$ cat src/rtl/multi_stage_output_channel_occupancy_tracker.sv
// multi_stage_output_channel_occupancy_tracker: per-channel committed plus in-flight occupancy with projected-full flags.
// Defining TIA_OCCUPANCY_TRACKER_ERROR_CHECK_EN adds a sticky protocol-violation error output.
module multi_stage_output_channel_occupancy_tracker #(
    parameter int NUM_CHANNELS = 4,
    parameter int FIFO_DEPTH   = 4,
    parameter int NUM_STAGES   = 2,
    localparam int COUNT_WIDTH = $clog2(FIFO_DEPTH + 1),
    localparam int PROJ_WIDTH  = COUNT_WIDTH + $clog2(NUM_STAGES + 1)
) (
    input  logic                                  clock,
    input  logic                                  reset,
    input  logic                                  issue_valid,
    input  logic [NUM_CHANNELS-1:0]               issue_oci,
    input  logic                                  advance,
    input  logic                                  flush,
    input  logic [NUM_CHANNELS-1:0]               dequeue,
    output logic [NUM_CHANNELS*COUNT_WIDTH-1:0]   channel_counts,
    output logic [NUM_CHANNELS-1:0]               full_status
`ifdef TIA_OCCUPANCY_TRACKER_ERROR_CHECK_EN
    ,
    output logic                                  error
`endif
);
    localparam logic [COUNT_WIDTH-1:0] MAX_COUNT = COUNT_WIDTH'(FIFO_DEPTH);

    logic [NUM_CHANNELS-1:0] stage [NUM_STAGES];
    logic [COUNT_WIDTH-1:0]  count [NUM_CHANNELS];
    logic [COUNT_WIDTH-1:0]  count_next [NUM_CHANNELS];
    logic [PROJ_WIDTH-1:0]   projected [NUM_CHANNELS];
    logic [NUM_CHANNELS-1:0] retire;

    // A same-cycle retire and dequeue cancel; out-of-range moves are absorbed at 0 and FIFO_DEPTH.
    always_comb begin
        retire = advance && !flush ? stage[NUM_STAGES-1] : '0;
        channel_counts = '0;
        for (int c = 0; c < NUM_CHANNELS; c++) begin
            count_next[c] = retire[c] == dequeue[c] ? count[c] :
                            retire[c] ? (count[c] == MAX_COUNT ? count[c] : count[c] + COUNT_WIDTH'(1)) :
                            (count[c] == '0 ? count[c] : count[c] - COUNT_WIDTH'(1));
            projected[c] = PROJ_WIDTH'(count[c]);
            for (int s = 0; s < NUM_STAGES; s++)
                projected[c] = projected[c] + PROJ_WIDTH'(stage[s][c]);
            full_status[c] = projected[c] >= PROJ_WIDTH'(FIFO_DEPTH);
            channel_counts[c*COUNT_WIDTH +: COUNT_WIDTH] = count[c];
        end
    end

    always_ff @(posedge clock) begin
        if (!reset) begin
            for (int s = 0; s < NUM_STAGES; s++) stage[s] <= '0;
            for (int c = 0; c < NUM_CHANNELS; c++) count[c] <= '0;
        end else begin
            if (flush) begin
                for (int s = 0; s < NUM_STAGES; s++) stage[s] <= '0;
            end else if (advance) begin
                stage[0] <= issue_valid ? issue_oci : '0;
                for (int s = 1; s < NUM_STAGES; s++) stage[s] <= stage[s-1];
            end
            for (int c = 0; c < NUM_CHANNELS; c++) count[c] <= count_next[c];
        end
    end

`ifdef TIA_OCCUPANCY_TRACKER_ERROR_CHECK_EN
    logic violation;

    always_comb begin
        violation = advance && issue_valid && |(issue_oci & full_status);
        for (int c = 0; c < NUM_CHANNELS; c++)
            violation = violation ||
                        (dequeue[c] && !retire[c] && count[c] == '0) ||
                        (retire[c] && !dequeue[c] && count[c] == MAX_COUNT);
    end

    always_ff @(posedge clock) begin
        if (!reset) error <= 1'b0;
        else error <= error || violation;
    end
`endif
endmodule

$ cat config.mk
export PLATFORM = sky130hd
export DESIGN_NAME = multi_stage_output_channel_occupancy_tracker
export DESIGN_NICKNAME = d
export VERILOG_FILES = /design/src/rtl/multi_stage_output_channel_occupancy_tracker.sv
export SDC_FILE = /design/constraint.sdc
export NUM_CORES = 1
export LEC_CHECK = 0
export ABC_AREA = 1
export BUFFER_PORTS_ARGS = -buffer_cell sky130_fd_sc_hd__buf_2
export CAP_MARGIN = 20
export CORE_UTILIZATION = 53
export CTS_BUF_LIST = sky130_fd_sc_hd__clkbuf_4 sky130_fd_sc_hd__clkbuf_8 sky130_fd_sc_hd__clkbuf_16
export CTS_CLUSTER_SIZE = 12
export DETAILED_ROUTE_END_ITERATION = 6
export PLACE_DENSITY = 0.75
export SLEW_MARGIN = 15
export SYNTH_ARGS = -nofsm -noshare
export SYNTH_HDL_FRONTEND = slang
export SYNTH_SLANG_ARGS = --single-unit
$ cat constraint.sdc
create_clock -name clock -period 2 [get_ports clock]
set_clock_uncertainty 0.2 [all_clocks]
set_input_delay 0 -clock clock [delete_from_list [all_inputs] [get_ports clock]]
set_output_delay 0 -clock clock [all_outputs]
set_load 0.05 [all_outputs]
==> results of run 1 <==
==> layout by cell type (no fill, tap or decap) <==
cell type	Yosys	final
a21oi_1	5	5
buf_2	0	28
clkbuf_4	0	3
clkinv_1	0	1
dfxtp_1	12	12
dlygate4sd3_1	0	13
edfxtp_1	8	8
fa_1	1	1
ha_1	7	7
inv_1	34	34
inv_2	2	2
nand2_1	40	40
nand2_2	1	1
nand3_1	27	27
nand3_2	1	1
nor2_1	37	37
nor2_4	1	1
o21ai_0	15	11
o21ai_1	0	4
==> worst paths after layout <==
| kind | start | endpoint | slack [ps] | cells after the start |
|---|---|---|---|---|
| worst min-delay path | flush | stage[0][4] | 20 | 4 |
| worst max register to register | stage[0][4] | count[0][2] | 200 | 11 |
| worst min register to register | count[3][2] | count[3][2] | 350 | 2 |
| worst max-delay path | stage[0][5] | full_status[1] | 160 | 4 |
==> area by class of cell <==
class / instances / area [µm²] / share of cell area, %
timing repair buffer: 41 / 270 / 16.8
clock buffer: 3 / 22.5 / 1.40
inverter: 36 / 135 / 8.41
sequential: 20 / 480 / 29.9
clock inverter: 1 / 3.75 / 0.234
tap: 28 / 35.0 / 2.18
multi-input combinational: 135 / 659 / 41.0
==> per-layer routing <==
metal | wire length, µm | vias up
li1 | - | 698
met1 | 1290 | 609
met2 | 1490 | 30
met3 | 78 | 6
met4 | 45 | 0
met5 | 0 | -
==> flip-flops by register name, indices dropped and copies added, names as in the netlist <==
register / flops
count: 12
stage: 8
==> per-stage QoR <==
step	utilization, %	instance area (µm²)	hold WS (ps)	total power [µW]
floorplan	-	1290	-58.2	1300
global placement	64.3	1450	98.7	1460
detailed placement	64.3	1450	118	1490
CTS	71.3	1610	23.6	1710
global route	71.3	1610	43.6	1850
finish	71.3	1610	24.4	1710
==> worst min-delay path, delay by kind of cell <==
| family | cells | cell delay, ps |
|---|---|---|
| and+or+nand+nor | 3 | 260 |
| buffers and inverters | 1 | 120 |
==> logic make-up (layout without fill, tap and decap cells) <==
kind of cell / count (synthesis) / count (layout) / share of synthesized area [%]
AOI/OAI and AO/OA: 20 / 20 / 7.76
DFF: 20 / 20 / 37.2
buffers and inverters: 38 / 81 / 11.6
and+or+nand+nor: 107 / 107 / 35.0
adders and majority gates: 8 / 8 / 8.34
==> synthesized netlist by cell type (all sizes together) <==
master | instances | area [µm²]
inv | 36 | 135
nand3 | 28 | 145
nand2 | 41 | 156
buf | 1 | 11.3
fa | 1 | 20.0
ha | 7 | 87.6
a21oi | 5 | 25.0
edfxtp | 8 | 240
nor2 | 38 | 150
clkbuf | 1 | 3.75
o21ai | 15 | 75.1
dfxtp | 12 | 240
==> power by group through the flow <==
stage	sequential [µW]	combinational, µW	clock [µW]
2_1_floorplan	814	483	0
3_3_place_gp	591	869	0
3_5_place_dp	594	900	0
4_1_cts	586	920	208
5_1_grt	603	1030	217
6_report	587	922	203
==> run summary, run 1 <==
Post-Synthesis Cells - 193
antenna violations before repair - 0
Slew @ Worst Pin - 387 ps
Root Buffer - clkbuf_4
Max Fclk - 0.542 GHz
# DRC - 0
Max-slew headroom - 74.1%
met1 GRT Util - 28.2%
Psw - 882 µW
Row Count - 17
Comb power frac - 53.9%
status - completed
Worst VDD drop - 0.821 mV
Die W - 51.3 µm
CP max stage cell - edfxtp_1
CP Launch Type - flop
Avg Inst Size Synth - 6.68 µm²
Skew-Pair Late Insertion Delay - 300 ps
port bufs - 28
met3 Resource Use GR - 3.57%
Mapped Nets - 214
post-cts sizing count - 0
Netlist cell types - 16
number of synthesized register bits - 20
power per cell area - 1070 nW/µm²
crit path buf inv count - 1
Pint - 830 µW
CP max stage delay - 500 ps
P&R area growth vs syn - 24.5%
Hold-fix buffers, CTS - 13
Sw Share - 51.5%
htree depth - 1
Clock Sinks - 20
Inserted Clock Buffers - 3
drt wl/cell - 11.0 µm
final worst slack - 156 ps
Hold Vio Cnt, Final - 0
MaxCap Viol Count - 0
Post-Layout Cell Count - 264
critical-path cell list - ha_1 > a21oi_1 > o21ai_1 > buf_2
detailed router's first-iteration violation count - 23
Max Transition Viols Final - 0
# diodes - 0
number of global-route vias before repair - 1,281
Post-DP HPWL - 2090 µm
Setup CP Type - flop to output port
post-CTS setup buffers - 0
Final Setup Violations - 0
first-pass GRT wire length - 5040 µm
Placement Setup Slack - 255 ps
Arr. time, crit path - 1640 ps
Final period util - 92.2%
Initial Util - 57.2%
CTS tree - yes
Layout Nets - 258
Routed Antenna Nets - 0
DR vias - 1,343
post-synthesis sequential area ratio - 37.2%
Data required, critical path - 1800 ps
core area - 2250 µm²
wirelength, routed - 2910 µm
fill count - 203
die area - 2640 µm²
Clock power frac - 11.9%
Global Route Usage Sum - 25.6%
Die Ht - 51.3 µm
met2 Use GR - 48.7%
setup TNS - 0 ps
Final GP Congestion - 0.846
worst hold path type - input port to flop
GRT Residual Overflow - 0
crit path capture type - output port
cell area after synthesis - 1290 µm²
Reg power frac - 34.3%
placed cells - 247
GR peak layer - met2
I/O pin count - 29
Worst-path clk slew - 120 ps
via/cell ratio - 5.09
CP Max Fanout - 5
largest net degree at the start of global routing - 16
Synth warnings - 0
Final min period - 1840 ps
layout cells sized above 1 - 15.3%
kind of cell adding the most delay to the critical path - flip-flops
clock buffer depth - 2
Leak - 0.000845 µW
RSZ-0062 raised after global routing - false
DRT Pass-1 Iters - 4
Power figures use the tool's default switching activity.
==> inputs of run 2 (changes only) <==
--- a/config.mk
+++ b/config.mk
@@ -8,12 +8,14 @@
 export ABC_AREA = 1
 export BUFFER_PORTS_ARGS = -buffer_cell sky130_fd_sc_hd__buf_2
 export CAP_MARGIN = 20
+export CORE_MARGIN = 2
 export CORE_UTILIZATION = 53
 export CTS_BUF_LIST = sky130_fd_sc_hd__clkbuf_4 sky130_fd_sc_hd__clkbuf_8 sky130_fd_sc_hd__clkbuf_16
 export CTS_CLUSTER_SIZE = 12
 export DETAILED_ROUTE_END_ITERATION = 6
-export PLACE_DENSITY = 0.75
+export PLACE_DENSITY = 0.78
 export SLEW_MARGIN = 15
 export SYNTH_ARGS = -nofsm -noshare
 export SYNTH_HDL_FRONTEND = slang
 export SYNTH_SLANG_ARGS = --single-unit
+export TNS_END_PERCENT = 50
==> run 2 against run 1 <==
Against the previous run:
- maximum frequency grew 1.7%
- first-iteration DRC count increased by 43%
- largest power group unchanged
- routed wire length rose by 3.5%
- combinational power about the same
- register-to-register slack improved by 80 ps
- sequential power rose by 0.7%
- flip-flop and latch count stayed put
==> run summary, run 2 (synthesis gave the netlist of run 1 again) <==
Data required, critical path - 1800 ps
htree depth - 1
Hold Path Origin - flush
met3 wire len - 180 µm
first-pass GRT wire length - 5110 µm
worst reg2reg path depth - 11
Biggest register - count
Final period util - 90.7%
Hold-fix buffers, CTS - 13
Row Count - 17
status - completed
port bufs - 28
RSZ-0062 raised after global routing - false
DR vias - 1,346
I/O pin count - 29
P&R area growth vs syn - 24.8%
Max-slew headroom - 72.0%
number of global-route vias before repair - 1,232
post-CTS setup buffers - 0
setup TNS - 0 ps
clock buffer depth - 2
worst hold path type - input port to flop
Worst VDD drop - 0.816 mV
Max Transition Viols Final - 0
CTS tree - yes
Crit Reg-Reg Startpoint - stage[0][6]
core area - 2250 µm²
commonest non-fill, non-tap cell in the layout - nand2_1
Layout Nets - 258
post-cts sizing count - 0
Arr. time, crit path - 1610 ps
routed length on met2 - 1520 µm
MaxCap Viol Count - 0
Top Registers - count x12, stage x8
drt wl/cell - 11.4 µm
Post-DP HPWL - 2200 µm
detailed router's first-iteration violation count - 33
Leak - 0.000848 µW
layout cells sized above 1 - 15.7%
Slew @ Worst Pin - 419 ps
power per cell area - 1080 nW/µm²
Die W - 53.3 µm
Inserted Clock Buffers - 3
largest net degree at the start of global routing - 16
fin area - 1610 µm²
Max Fclk - 0.552 GHz
Routed Antenna Nets - 0
Setup CP Type - flop to output port
Largest register FFs - 12
Hold Vio Cnt, Final - 0
commonest non-fill, non-tap cells in the layout - nand2_1, nor2_1, inv_1
Final Setup Violations - 0
DP Area - 1450 µm²
Root Buffer - clkbuf_4
Skew-Pair Late Insertion Delay - 300 ps
via/cell ratio - 5.10
# DRC - 0
Initial Util - 57.2%
Final min period - 1810 ps
CP Launch Type - flop
Final GP Congestion - 0.853
DRT Pass-1 Iters - 4
Endpoint, Worst Hold - stage[0][5]
wirelength, routed - 3010 µm
crit path capture type - output port
max layer used - met4
total power - 1740 µW
GRT Residual Overflow - 0
wl on met1 - 1270 µm
# diodes - 0
antenna violations before repair - 0
Global Route Usage Sum - 24.6%
Hold WS - 20.3 ps
Reg2Reg Setup Slack - 280 ps
CP Max Fanout - 5
die area - 2840 µm²
Die Ht - 53.3 µm
Worst-path clk slew - 120 ps
Clock Sinks - 20
hold path depth - 4
FF-to-FF End - count[2][2]
## run 2: per-layer routing
metal	track usage, %	vias up
met1	29.5	602
met2	44.2	45
met5	0	-
met4	8.12	0
met3	3.39	6
li1	-	693
## run 2: area by class of cell
| class | count | area (µm²) |
|---|---|---|
| tap | 28 | 35.0 |
| sequential | 20 | 480 |
| timing repair buffer | 41 | 270 |
| multi-input combinational | 135 | 659 |
| inverter | 36 | 135 |
| clock buffer | 4 | 30.0 |
| fill | 184 | 644 |
## run 2: critical path, cell delays in order, from the launching register on
cell,delay [ps]
edfxtp_1,460
ha_1,310
a21oi_1,70
o21ai_0,170
buf_2,290
## run 2: through the flow
stage | worst slack (ps) | std cells | utilization [%]
after floorplan | -222 | 193 | -
after global placement | 362 | 247 | 64.3
after detailed placement | 305 | 247 | 64.3
after CTS | 188 | 264 | 71.4
after global routing | 76.5 | 264 | 71.4
final | 187 | 264 | 71.4
## run 2: worst max path at each step
stage | to | depth (start not counted) | start | slack [ps]
2_1_floorplan | full_status[1] | 3 | count[1][0] | -220
3_3_place_gp | count[2][2] | 11 | stage[0][6] | 360
3_5_place_dp | count[2][2] | 11 | stage[0][6] | 310
4_1_cts | full_status[1] | 4 | stage[0][5] | 190
5_1_grt | full_status[2] | 4 | stage[0][6] | 80
6_report | full_status[1] | 4 | stage[0][5] | 190
## run 2: power breakdown
part           leakage [µW]  switching (µW)  total (µW)  internal (µW)
Combinational      0.000638             665         922            257
Sequential         0.000192            92.7         591            499
Clock             0.0000184             131         223           91.3
Total              0.000848             889        1740            847
